==> src/rtl/pwm_pkg.sv <==
// pwm_pkg: constants and channel state encoding shared by the PWM
// generator and the pwm_duty_capture receive path.
package pwm_pkg;

    localparam int DUTY_W       = 7;
    localparam int PWM_UNIT     = 62;
    localparam int PWM_MAX_DUTY = 100;
    localparam int PWM_TIMEOUT  = 8191;
    localparam int IDLE_W       = 13;
    localparam int PERIOD_W     = 14;
    localparam int PERIOD_MIN   = 6000;
    localparam int PERIOD_MAX   = 6400;

    typedef enum logic [1:0] {
        IDLE = 2'd0,
        HIGH = 2'd1,
        LOW  = 2'd2
    } ch_state_e;

endpackage

==> src/rtl/pwm_capture_ch.sv <==
// pwm_capture_ch: one PWM receive channel. Synchronizes the raw line,
// measures high time in UNIT-cycle steps and publishes the duty of the
// previous rise-to-rise period; a static line publishes 0 or MAX_DUTY.
// Ports: clk; rst (async, active high); pwm_in (raw line);
//        duty (recovered duty); valid (1-cycle update strobe);
//        period_err (sticky period fault flag).
// Build option: PWM_PERIOD_CHECK_EN adds the rise-to-rise period check;
// without it period_err is tied low.
module pwm_capture_ch
    import pwm_pkg::*;
#(
    parameter int UNIT        = PWM_UNIT,
    parameter int MAX_DUTY    = PWM_MAX_DUTY,
    parameter int TIMEOUT     = PWM_TIMEOUT,
    parameter int SYNC_STAGES = 2
) (
    input  logic              clk,
    input  logic              rst,
    input  logic              pwm_in,
    output logic [DUTY_W-1:0] duty,
    output logic              valid,
    output logic              period_err
);

    localparam int PRE_W = (UNIT > 1) ? $clog2(UNIT) : 1;
    localparam logic [PRE_W-1:0]  PRE_LAST = PRE_W'(UNIT - 1);
    localparam logic [DUTY_W-1:0] DUTY_SAT = DUTY_W'(MAX_DUTY);
    localparam logic [IDLE_W-1:0] IDLE_SAT = IDLE_W'(TIMEOUT);

    ch_state_e              state_q, state_d;
    logic [SYNC_STAGES-1:0] sync_q, sync_d;
    logic                   lvl_dly_q, lvl_dly_d;
    logic [PRE_W-1:0]       pre_q, pre_d, pre_nx;
    logic [DUTY_W-1:0]      units_q, units_d, units_nx;
    logic [DUTY_W-1:0]      held_q, held_d;
    logic [DUTY_W-1:0]      duty_q, duty_d;
    logic                   valid_q, valid_d;
    logic [IDLE_W-1:0]      idle_q, idle_d;
    logic                   lvl, rise, fall, timeout;

    assign lvl       = sync_q[SYNC_STAGES-1];
    assign rise      = lvl & ~lvl_dly_q;
    assign fall      = ~lvl & lvl_dly_q;
    assign sync_d    = {sync_q[SYNC_STAGES-2:0], pwm_in};
    assign lvl_dly_d = lvl;
    // Fires once: idle then sits at IDLE_SAT until the next edge.
    assign timeout   = ~(rise | fall) &&
                       (idle_q == IDLE_SAT - IDLE_W'(1));

    always_comb begin
        pre_nx   = pre_q + PRE_W'(1);
        units_nx = units_q;
        if (pre_q == PRE_LAST) begin
            pre_nx = '0;
            if (units_q != DUTY_SAT) begin
                units_nx = units_q + DUTY_W'(1);
            end
        end
    end

    always_comb begin
        state_d = state_q;
        pre_d   = pre_q;
        units_d = units_q;
        held_d  = held_q;
        duty_d  = duty_q;
        valid_d = 1'b0;
        idle_d  = idle_q;

        if (rise || fall) begin
            idle_d = '0;
        end else if (idle_q != IDLE_SAT) begin
            idle_d = idle_q + IDLE_W'(1);
        end

        unique case (state_q)
            IDLE: begin
                if (rise) begin
                    pre_d   = '0;
                    units_d = '0;
                    state_d = HIGH;
                end else if (fall) begin
                    units_d = '0;
                    state_d = LOW;
                end
            end
            HIGH: begin
                pre_d   = pre_nx;
                units_d = units_nx;
                // Include the falling cycle so UNIT*d high cycles give d.
                if (fall) begin
                    held_d  = units_nx;
                    state_d = LOW;
                end
            end
            LOW: begin
                if (rise) begin
                    duty_d  = (held_q > DUTY_SAT) ? DUTY_SAT : held_q;
                    valid_d = 1'b1;
                    pre_d   = '0;
                    units_d = '0;
                    state_d = HIGH;
                end
            end
            default: state_d = IDLE;
        endcase

        if (timeout) begin
            duty_d  = lvl ? DUTY_SAT : '0;
            valid_d = 1'b1;
            state_d = IDLE;
        end
    end

    always_ff @(posedge clk or posedge rst) begin
        if (rst) begin
            state_q   <= IDLE;
            sync_q    <= '0;
            lvl_dly_q <= 1'b0;
            pre_q     <= '0;
            units_q   <= '0;
            held_q    <= '0;
            duty_q    <= '0;
            valid_q   <= 1'b0;
            idle_q    <= '0;
        end else begin
            state_q   <= state_d;
            sync_q    <= sync_d;
            lvl_dly_q <= lvl_dly_d;
            pre_q     <= pre_d;
            units_q   <= units_d;
            held_q    <= held_d;
            duty_q    <= duty_d;
            valid_q   <= valid_d;
            idle_q    <= idle_d;
        end
    end

    assign duty  = duty_q;
    assign valid = valid_q;

`ifdef PWM_PERIOD_CHECK_EN
    localparam int PLEN_W = PERIOD_W + 1;

    logic [PERIOD_W-1:0] period_q, period_d;
    logic [PLEN_W-1:0]   period_len;
    logic                err_q, err_d;
    logic                publish;

    // period_q holds cycles-1 since the last rise when the next rise lands.
    assign period_len = {1'b0, period_q} + PLEN_W'(1);
    assign publish    = (state_q == LOW) && rise;

    always_comb begin
        period_d = period_q;
        err_d    = err_q;
        if (rise) begin
            period_d = '0;
        end else if (period_q != '1) begin
            period_d = period_q + PERIOD_W'(1);
        end
        if (publish &&
            (period_len < PLEN_W'(PERIOD_MIN) ||
             period_len > PLEN_W'(PERIOD_MAX))) begin
            err_d = 1'b1;
        end
        if (timeout) begin
            err_d = 1'b1;
        end
    end

    always_ff @(posedge clk or posedge rst) begin
        if (rst) begin
            period_q <= '0;
            err_q    <= 1'b0;
        end else begin
            period_q <= period_d;
            err_q    <= err_d;
        end
    end

    assign period_err = err_q;
`else
    assign period_err = 1'b0;
`endif

endmodule

==> src/rtl/pwm_duty_capture.sv <==
// pwm_duty_capture: CH-channel PWM duty decoder, receive-side mirror of
// the motor PWM generator. Channel i duty sits in duty[7i+6:7i].
// Ports: clk (50 MHz); rst (async, active high); pwm_in[CH] (raw lines);
//        duty[7*CH] (packed duty); valid[CH] (per-channel update strobe);
//        period_err[CH] (sticky period fault flags).
// Build option: PWM_PERIOD_CHECK_EN enables the per-channel period check.
module pwm_duty_capture
    import pwm_pkg::*;
#(
    parameter int CH          = 4,
    parameter int UNIT        = PWM_UNIT,
    parameter int MAX_DUTY    = PWM_MAX_DUTY,
    parameter int TIMEOUT     = PWM_TIMEOUT,
    parameter int SYNC_STAGES = 2
) (
    input  logic                 clk,
    input  logic                 rst,
    input  logic [CH-1:0]        pwm_in,
    output logic [DUTY_W*CH-1:0] duty,
    output logic [CH-1:0]        valid,
    output logic [CH-1:0]        period_err
);

    for (genvar i = 0; i < CH; i++) begin : g_ch
        pwm_capture_ch #(
            .UNIT        (UNIT),
            .MAX_DUTY    (MAX_DUTY),
            .TIMEOUT     (TIMEOUT),
            .SYNC_STAGES (SYNC_STAGES)
        ) u_ch (
            .clk        (clk),
            .rst        (rst),
            .pwm_in     (pwm_in[i]),
            .duty       (duty[DUTY_W*i +: DUTY_W]),
            .valid      (valid[i]),
            .period_err (period_err[i])
        );
    end

endmodule

==> config.mk <==
export PLATFORM = sky130hd
export DESIGN_NAME = pwm_duty_capture
export DESIGN_NICKNAME = d
export VERILOG_FILES = /design/src/rtl/pwm_pkg.sv /design/src/rtl/pwm_capture_ch.sv /design/src/rtl/pwm_duty_capture.sv
export SDC_FILE = /design/constraint.sdc
export NUM_CORES = 1
export LEC_CHECK = 0
export BUFFER_PORTS_ARGS = -buffer_cell sky130_fd_sc_hd__buf_2
export CAP_MARGIN = 20
export CORE_MARGIN = 2
export CORE_UTILIZATION = 40
export DETAILED_ROUTE_END_ITERATION = 6
export HOLD_SLACK_MARGIN = 0.05
export PLACE_DENSITY = 0.62
export SYNTH_ARGS = -nofsm -noshare
export SYNTH_HDL_FRONTEND = slang
export SYNTH_SLANG_ARGS = --single-unit
export TNS_END_PERCENT = 100
==> constraint.sdc <==
create_clock -name clk -period 5.4 [get_ports clk]
set_clock_uncertainty 0.1 [all_clocks]
set_input_delay 0.27 -clock clk [delete_from_list [all_inputs] [get_ports clk]]
set_output_delay 0.27 -clock clk [all_outputs]
set_load 0.03 [all_outputs]
==> metrics.md, run 1 <==
| Metric | Value |
|---|---|
| Status | `finished, final reports clean` |
| Final period util | `between 40% and 50%` |
| Crit path arrival time | `between 2000 and 3000 ps` |
| Initial core utilization | `40.9%` |
| Worst Hold Launch | `g_ch[3].u_ch.sync_q[0]` |
| Ys flop type | `dfrtp_1` |
| Vias in the first global route | `around 7300` |
| VDD IR-drop max | `roughly 160 uV` |
| Area leader, netlist | `dfrtp_1` |
| Die Span X | `159 um` |
| Hold Vio Cnt, Final | `0` |
| Xor/xnor share of the synthesized area | `approximately 1.7%` |
| Pins Over Slew Limit | `0` |
| Max Buffers Root-to-Sink | `2` |
| Netlist cell types | `roughly 70` |
| Static Leak | `approximately 4.6 nW` |
| Drt total wl | `between 20000 and 25000 um` |
| Internal power | `approximately 2.4 mW` |
| Core area | `about 24000 um2` |
| Main area contributors after synthesis | `dfrtp_1 48%, nand2_1 4.4%, ha_1 4.1%` |
| Post-Synth Simple-Gate Area | `a little under a quarter` |
| Worst skew pair latency | `around 430 ps` |
| Clock share of power | `between 30% and 40%` |
| I/O pins | `42` |
| GP Congestion | `between 0.8 and 0.9` |
| CTS sink cnt | `roughly 180` |
| Layout cell share with drive strength beyond 1 | `about 8.2%` |
| Worst min path class | `flip-flop to flip-flop` |
| Setup CP Type | `flip-flop to flip-flop` |
| Post-Syn Area | `approximately 9700 um2` |
| Critical Path RT | `~5700 ps` |
| Hold_ws | `about 250 ps` |
| Ant. Diodes | `0` |
| Post-Synthesis Cells | `1032` |
| Seq pwr share | `between 40% and 50%` |
| Relative slew slack | `35.9%` |
| Startpoint Class | `flip-flop` |
| NumNets Final | `about 1100` |
| Vias per Instance | `approximately 5.5` |
| R2R Path Start | `g_ch[3].u_ch.state_q[0]` |
| Synth warn | `0` |
| Setup crit start | `g_ch[3].u_ch.state_q[0]` |
| Power Dens Cells | `between 300 and 400 nW/um2` |
| Die Height | `159 um` |
| Wire per inst | `14.7 um` |
| First-pass GRT wire length | `about 36000 um` |
| EDFF count, synth | `0` |
| Drt first pass iters | `5` |
| Sw frac | `between 30% and 40%` |
| # setup viols final | `0` |
| Initial DRC count | `approximately 450` |
| Asr flop ratio synth | `100%` |
| Setup TNS | `0 ps` |
| Largest family of logic cells by synthesized area | `simple AND/OR/NAND/NOR gates` |
| Post-synthesis sequential area ratio | `47.7%` |
| Post-cts resize count | `0` |
| Gr usage total | `around 17%` |
| Top-area cell type share of the netlist area | `47.7%` |
| H-tree lvl count | `4` |
| GR Overflow Total | `0` |
| Yosys reg bits | `~180` |
| Worst setup EP type | `flip-flop` |
| Tmin final | `about 2400 ps` |
| DRC | `0` |
| Dpl hpwl | `between 10000 and 15000 um` |
| Die area | `25400 um2` |
| Synth Area per Inst | `slightly above 9 um2` |
| Clock-pin slew on the worst setup and hold paths | `roughly 70 ps` |
| CTS tree | `built` |
| Via Count | `around 7700` |
| Logic pwr share | `18.6%` |
| Mux cell area share after synthesis | `between 2 and 2.5%` |
| Max-capacitance violation count | `0` |
| CP max FO | `15` |
| Post-CTS Setup Inserts | `0` |
| Clock Tree Root | `clkbuf_16` |
| CTS Buf Count | `17` |
| Adder-cell share of the synthesized area | `about 4.1%` |
| Compound-cell area share of the yosys netlist | `between 15 and 20%` |
| DRT antenna net count | `0` |
| RSZ-0062 raised after global routing | `no` |
| Switch Pwr | `1.21 mW` |
| Largest net degree at the start of global routing | `between 100 and 150` |
| Achievable frequency | `0.420 GHz` |
| Count of input and output buffers | `37` |
| Layout area overhead | `11.0%` |
| Pwr Total | `approximately 3.7 mW` |
| Antenna violations before repair | `0` |
| Num rows | `between 50 and 60` |
| Actual slew at the worst max-slew pin | `roughly 960 ps` |
-- Yosys cell counts (4+ instances only) --
cell	n
a21oi_1	56
nor2_1	70
a31oi_1	44
nor2b_1	9
xnor2_1	13
dfrtp_1	184
o41ai_1	6
mux2i_1	20
nor3_1	21
and3_1	20
clkbuf_1	32
o31a_1	5
o22ai_1	5
a31o_2	4
o21ai_0	69
a41oi_1	7
o21a_1	8
nor4_1	9
xor2_1	6
or4_1	9
o211ai_1	6
nand3_1	55
nand2_1	113
ha_1	32
and2_1	14
a22oi_1	5
and4_1	17
a211oi_1	7
or3_1	16
nand3b_1	5
inv_1	42
a2bb2oi_1	5
buf_4	8
o31ai_1	13
nand4_1	26
nand2b_1	19
o311ai_0	5
-- final cells by class --
class	instances	area (um2)
fillers	2287	12900
multi-input cells	762	4690
flip-flops and latches	184	4600
clock buffers	18	439
well taps	319	399
repair buffers	46	283
inverters	43	169
clock inverters	14	135
-- cell usage in the layout (no fill, tap or decap), types with 14 or more instances in the layout --
cell       instances
a21oi_1           56
a31oi_1           44
and2_1            14
and3_1            20
and4_1            17
buf_2             38
clkbuf_16         17
dfrtp_1          184
ha_1              32
inv_1             41
mux2i_1           20
nand2_1          113
nand2b_1          19
nand3_1           55
nand4_1           26
nor2_1            70
nor3_1            21
o21ai_0           69
or3_1             16
-- flip-flops by register name (all words and copies together), names as in the netlist --
name                 cells
g_ch.u_ch.duty          28
g_ch.u_ch.held_q        28
g_ch.u_ch.idle_q        52
g_ch.u_ch.lvl_dly_q      4
g_ch.u_ch.pre_q         24
g_ch.u_ch.state_q        8
g_ch.u_ch.sync_q         8
g_ch.u_ch.units_q       28
g_ch.u_ch.valid          4
-- worst max-delay path: stages (launching register included) --
cell      delay [ps]
dfrtp_1          460
nor2b_1          800
nand2_1          480
a211oi_1         350
a211o_1          130
-- through the flow --
stage	util, %	setup WS (ps)	cells	instance area, um2
2_1_floorplan	-	29.6	1035	9670
3_3_place_gp	42.6	3090	1347	10100
3_5_place_dp	42.7	3040	1348	10100
4_1_cts	45.3	3020	1385	10700
5_1_grt	45.4	2650	1386	10700
6_report	45.4	3020	1386	10700
-- cell families after synthesis --
kind of cell,after synthesis
buf+inv,89
other cells,1
mux,20
xor+xnor,19
compound gates,267
flops,184
fa+ha+maj,32
simple gates,420
-- what timing repair did --
item,in CTS,in global routing
hold buffers,5,0
endpoints found under the setup margin,0,0
endpoints found under the hold margin,101,0
-- worst paths after layout --
kind / end / slack, ps / cells past startpoint
worst max register to register: g_ch[3].u_ch.held_q[0] / 3020 / 4
worst min register to register: g_ch[3].u_ch.sync_q[1] / 250 / 0
max in group asynchronous: g_ch[1].u_ch.units_q[4] / 4110 / 4
worst min-delay path: g_ch[3].u_ch.sync_q[1] / 250 / 0
min in group asynchronous: g_ch[2].u_ch.duty[1] / 260 / 3
worst max-delay path: g_ch[3].u_ch.held_q[0] / 3020 / 4
-- metal layers --
layer,routed length (um),GRT usage (%),vias to the layer above
li1,-,-,3832
met1,10400,24.4,3698
met2,9300,25.8,115
met3,573,3.07,13
met4,156,3.64,0
met5,0,0,-
-- power groups by stage --
stage | clock [mW] | combinational (mW) | sequential (mW)
2_1_floorplan | 0 | 0.447 | 1.79
3_3_place_gp | 0 | 0.666 | 1.75
3_5_place_dp | 0 | 0.673 | 1.76
4_1_cts | 1.27 | 0.684 | 1.73
5_1_grt | 1.33 | 0.774 | 1.77
6_report | 1.24 | 0.678 | 1.73
No activity file was read; power rests on OpenSTA's default activity.
==> run 2, diff against run 1 <==
clock period = 1.97 ns   (was 5.4 ns; I/O delays follow)
==> run 2 against run 1 <==
Against the previous run:
- the run now ends with design-rule violations left
- core utilization grew 2.6 points
- final area grew 5.6%
- routed wire length grew 3.0%
- clock-buffer cell count is the same
- highest routed layer unchanged
- non-clock buffer count grew 67
- flip-flop and latch count is the same
- largest cell class unchanged
- power grew to 2.8 times the previous value
==> metrics.md, run 2 (synthesis gave the netlist of run 1 again) <==
| Metric | Value |
|---|---|
| Status | `finished, violations left` |
| Failing checks | `design-rule violations` |
| Worst skew pair latency | `430 ps (about the same)` |
| Achievable frequency | `0.537 GHz (+28%)` |
| Final period util | `94.5% (+50 points)` |
| Worst min path class | `input port to flip-flop` |
| DRC | `1 (+1)` |
| Die Height | `159 um (unchanged)` |
| NumNets Final | `1159 (+6.1%)` |
| Max reg flops | `52 (unchanged)` |
| Hold_ws | `208 ps (-42.1 ps)` |
| Relative slew slack | `66.0% (+30 points)` |
| Critical Path RT | `2210 ps (-3460 ps)` |
| # setup viols final | `0 (unchanged)` |
| Antenna violations before repair | `0 (unchanged)` |
| Most frequent cells in the layout | `181 x dfrtp_1, 111 x nand2_1, 69 x nor2_1, 69 x buf_4, 68 x o21ai_0` |
| Post-Route Utilization | `48.0% (+2.6 points)` |
| Wire per inst | `14.4 um (-1.8%)` |
| Initial core utilization | `40.9% (unchanged)` |
| Static Leak | `4.97 nW (+7.3%)` |
| Die Span X | `159 um (unchanged)` |
| Count of input and output buffers | `37 (unchanged)` |
| Power Dens Cells | `913 nW/um2 (+170%)` |
| Most used cell, CP | `or3_1` |
| CP max FO | `5 (-10)` |
| VDD IR-drop max | `565 uV (+250%)` |
| Crit-path max cell delay | `440 ps (-360 ps)` |
| Layout area overhead | `17.3%` |
| H-tree lvl count | `4 (unchanged)` |
| CTS Buf Count | `17 (unchanged)` |
| Clock-pin slew on the worst setup and hold paths | `80 ps (about the same)` |
| Drt first pass iters | `7 (+2)` |
| Ant. Diodes | `0 (unchanged)` |
| Drt total wl | `21000 um (+3.0%)` |
| First-pass GRT wire length | `36600 um (+1.5%)` |
| Placement Setup Slack | `11.7 ps (-3030 ps)` |
| Setup crit start | `g_ch[0].u_ch.idle_q[1]` |
| DRT antenna net count | `0 (unchanged)` |
| Hold Vio Cnt, Final | `0 (unchanged)` |
| Reg with most FFs | `g_ch.u_ch.idle_q` |
| GR Overflow Total | `0 (unchanged)` |
| Vias in the first global route | `7639 (+5.1%)` |
| Via Count | `7949 (+3.8%)` |
| Gr usage total | `17.2% (+0.48 points)` |
| Crit path arrival time | `2100 ps (-550 ps)` |
| CP cell instances | `ha_4, nand2_1, or3_1, or3_1, a211oi_1` |
| CTS tree | `built` |
| Dpl hpwl | `14900 um (+7.1%)` |
| Num rows | `56 (unchanged)` |
| Die area | `25400 um2 (unchanged)` |
| Actual slew at the worst max-slew pin | `510 ps (-449 ps)` |
| Max-capacitance violation count | `0 (unchanged)` |
| GP Congestion | `0.861 (+3.2%)` |
| Slowest cell on crit path | `dfrtp_1` |
| CTS sink cnt | `184 (unchanged)` |
| Initial DRC count | `458 (+2.2%)` |
| Max Buffers Root-to-Sink | `2 (unchanged)` |
| Worst Hold Launch | `pwm_in[1]` |
| Worst setup EP type | `flip-flop` |
| Layout cell share with drive strength beyond 1 | `15.2% (+6.9 points)` |
| Crit path buffers/inverters | `0 (unchanged)` |
| R2R Path Start | `g_ch[0].u_ch.idle_q[1]` |
| Core area | `23600 um2 (unchanged)` |
| Pins Over Slew Limit | `0 (unchanged)` |
| Vias per Instance | `5.47 (-0.99%)` |
| Clock Tree Root | `clkbuf_16` |
| Most common cell after layout, fill and taps aside | `dfrtp_1` |
| I/O pins | `42 (unchanged)` |
| Startpoint Class | `flip-flop` |
| Setup CP Type | `flip-flop to flip-flop` |
| Largest net degree at the start of global routing | `95 (-34%)` |
| Tmin final | `1860 ps (-518 ps)` |
| Final WS setup | `108 ps (-2910 ps)` |
| Crit path max-delay family | `simple AND/OR/NAND/NOR gates` |
| Pwr Total | `10.3 mW (+180%)` |
==> run 2: cell types whose count changed in the layout (fill, tap and decap cells not counted), sizes merged <==
cell,previous run,this run
clkinvlp,3,4
inv,50,47
bufinv,1,2
clkinv,3,4
buf,41,108
==> run 2: where the power goes <==
group	switching (mW)	internal [mW]	leakage, nW
Clock	1.57	1.94	0.288
Sequential	0.466	4.24	2.46
Combinational	1.30	0.822	2.22
Total	3.34	7.00	4.97
==> run 2: timing repair <==
action                                  CTS  global route
setup buffers                             0             3
resized for setup                         0            19
hold buffers                              5             0
endpoints found under the hold margin   188             0
endpoints found under the setup margin    0            17
==> run 2: cell type report <==
type,count,area [um2]
clock buffer,18,439
clock inverter,14,163
fill,2215,12300
inverter,43,165
multi-input combinational,762,4760
sequential,184,4610
tap,319,399
timing repair buffer,113,793
==> run 2: final timing paths <==
check,endpoint,slack (ps),cells after the start
max,g_ch[0].u_ch.idle_q[1],110,5
min,g_ch[1].u_ch.sync_q[0],210,2
max reg2reg,g_ch[0].u_ch.idle_q[1],110,5
min reg2reg,g_ch[2].u_ch.sync_q[1],260,0
max in group asynchronous,g_ch[3].u_ch.idle_q[7],1080,4
min in group asynchronous,g_ch[0].u_ch.units_q[6],220,4
==> run 2: worst register-to-register path, stage by stage, from the launching register on <==
cell and delay (ps):
dfrtp_1 440, ha_4 190, nand2_1 90, or3_1 370
or3_1 340, a211oi_1 240
==> run 2: per-stage QoR <==
| stage | cells | cell area, um2 | TNS (ps) |
|---|---|---|---|
| after global routing | 1453 | 11300 | -8.78 |
| after CTS | 1450 | 11200 | 0 |
| after global placement | 1413 | 10600 | 0 |
| final | 1453 | 11300 | 0 |
| after detailed placement | 1413 | 10600 | 0 |
| after floorplan | 1035 | 9680 | -109120 |
==> run 2: metal layers <==
metal	share of wire, %	GRT usage (%)	up-vias
met5	0	0	-
met4	1.2	5.33	0
met3	3.2	2.97	19
met2	46	26.9	118
met1	50	24.3	3826
li1	-	-	3986
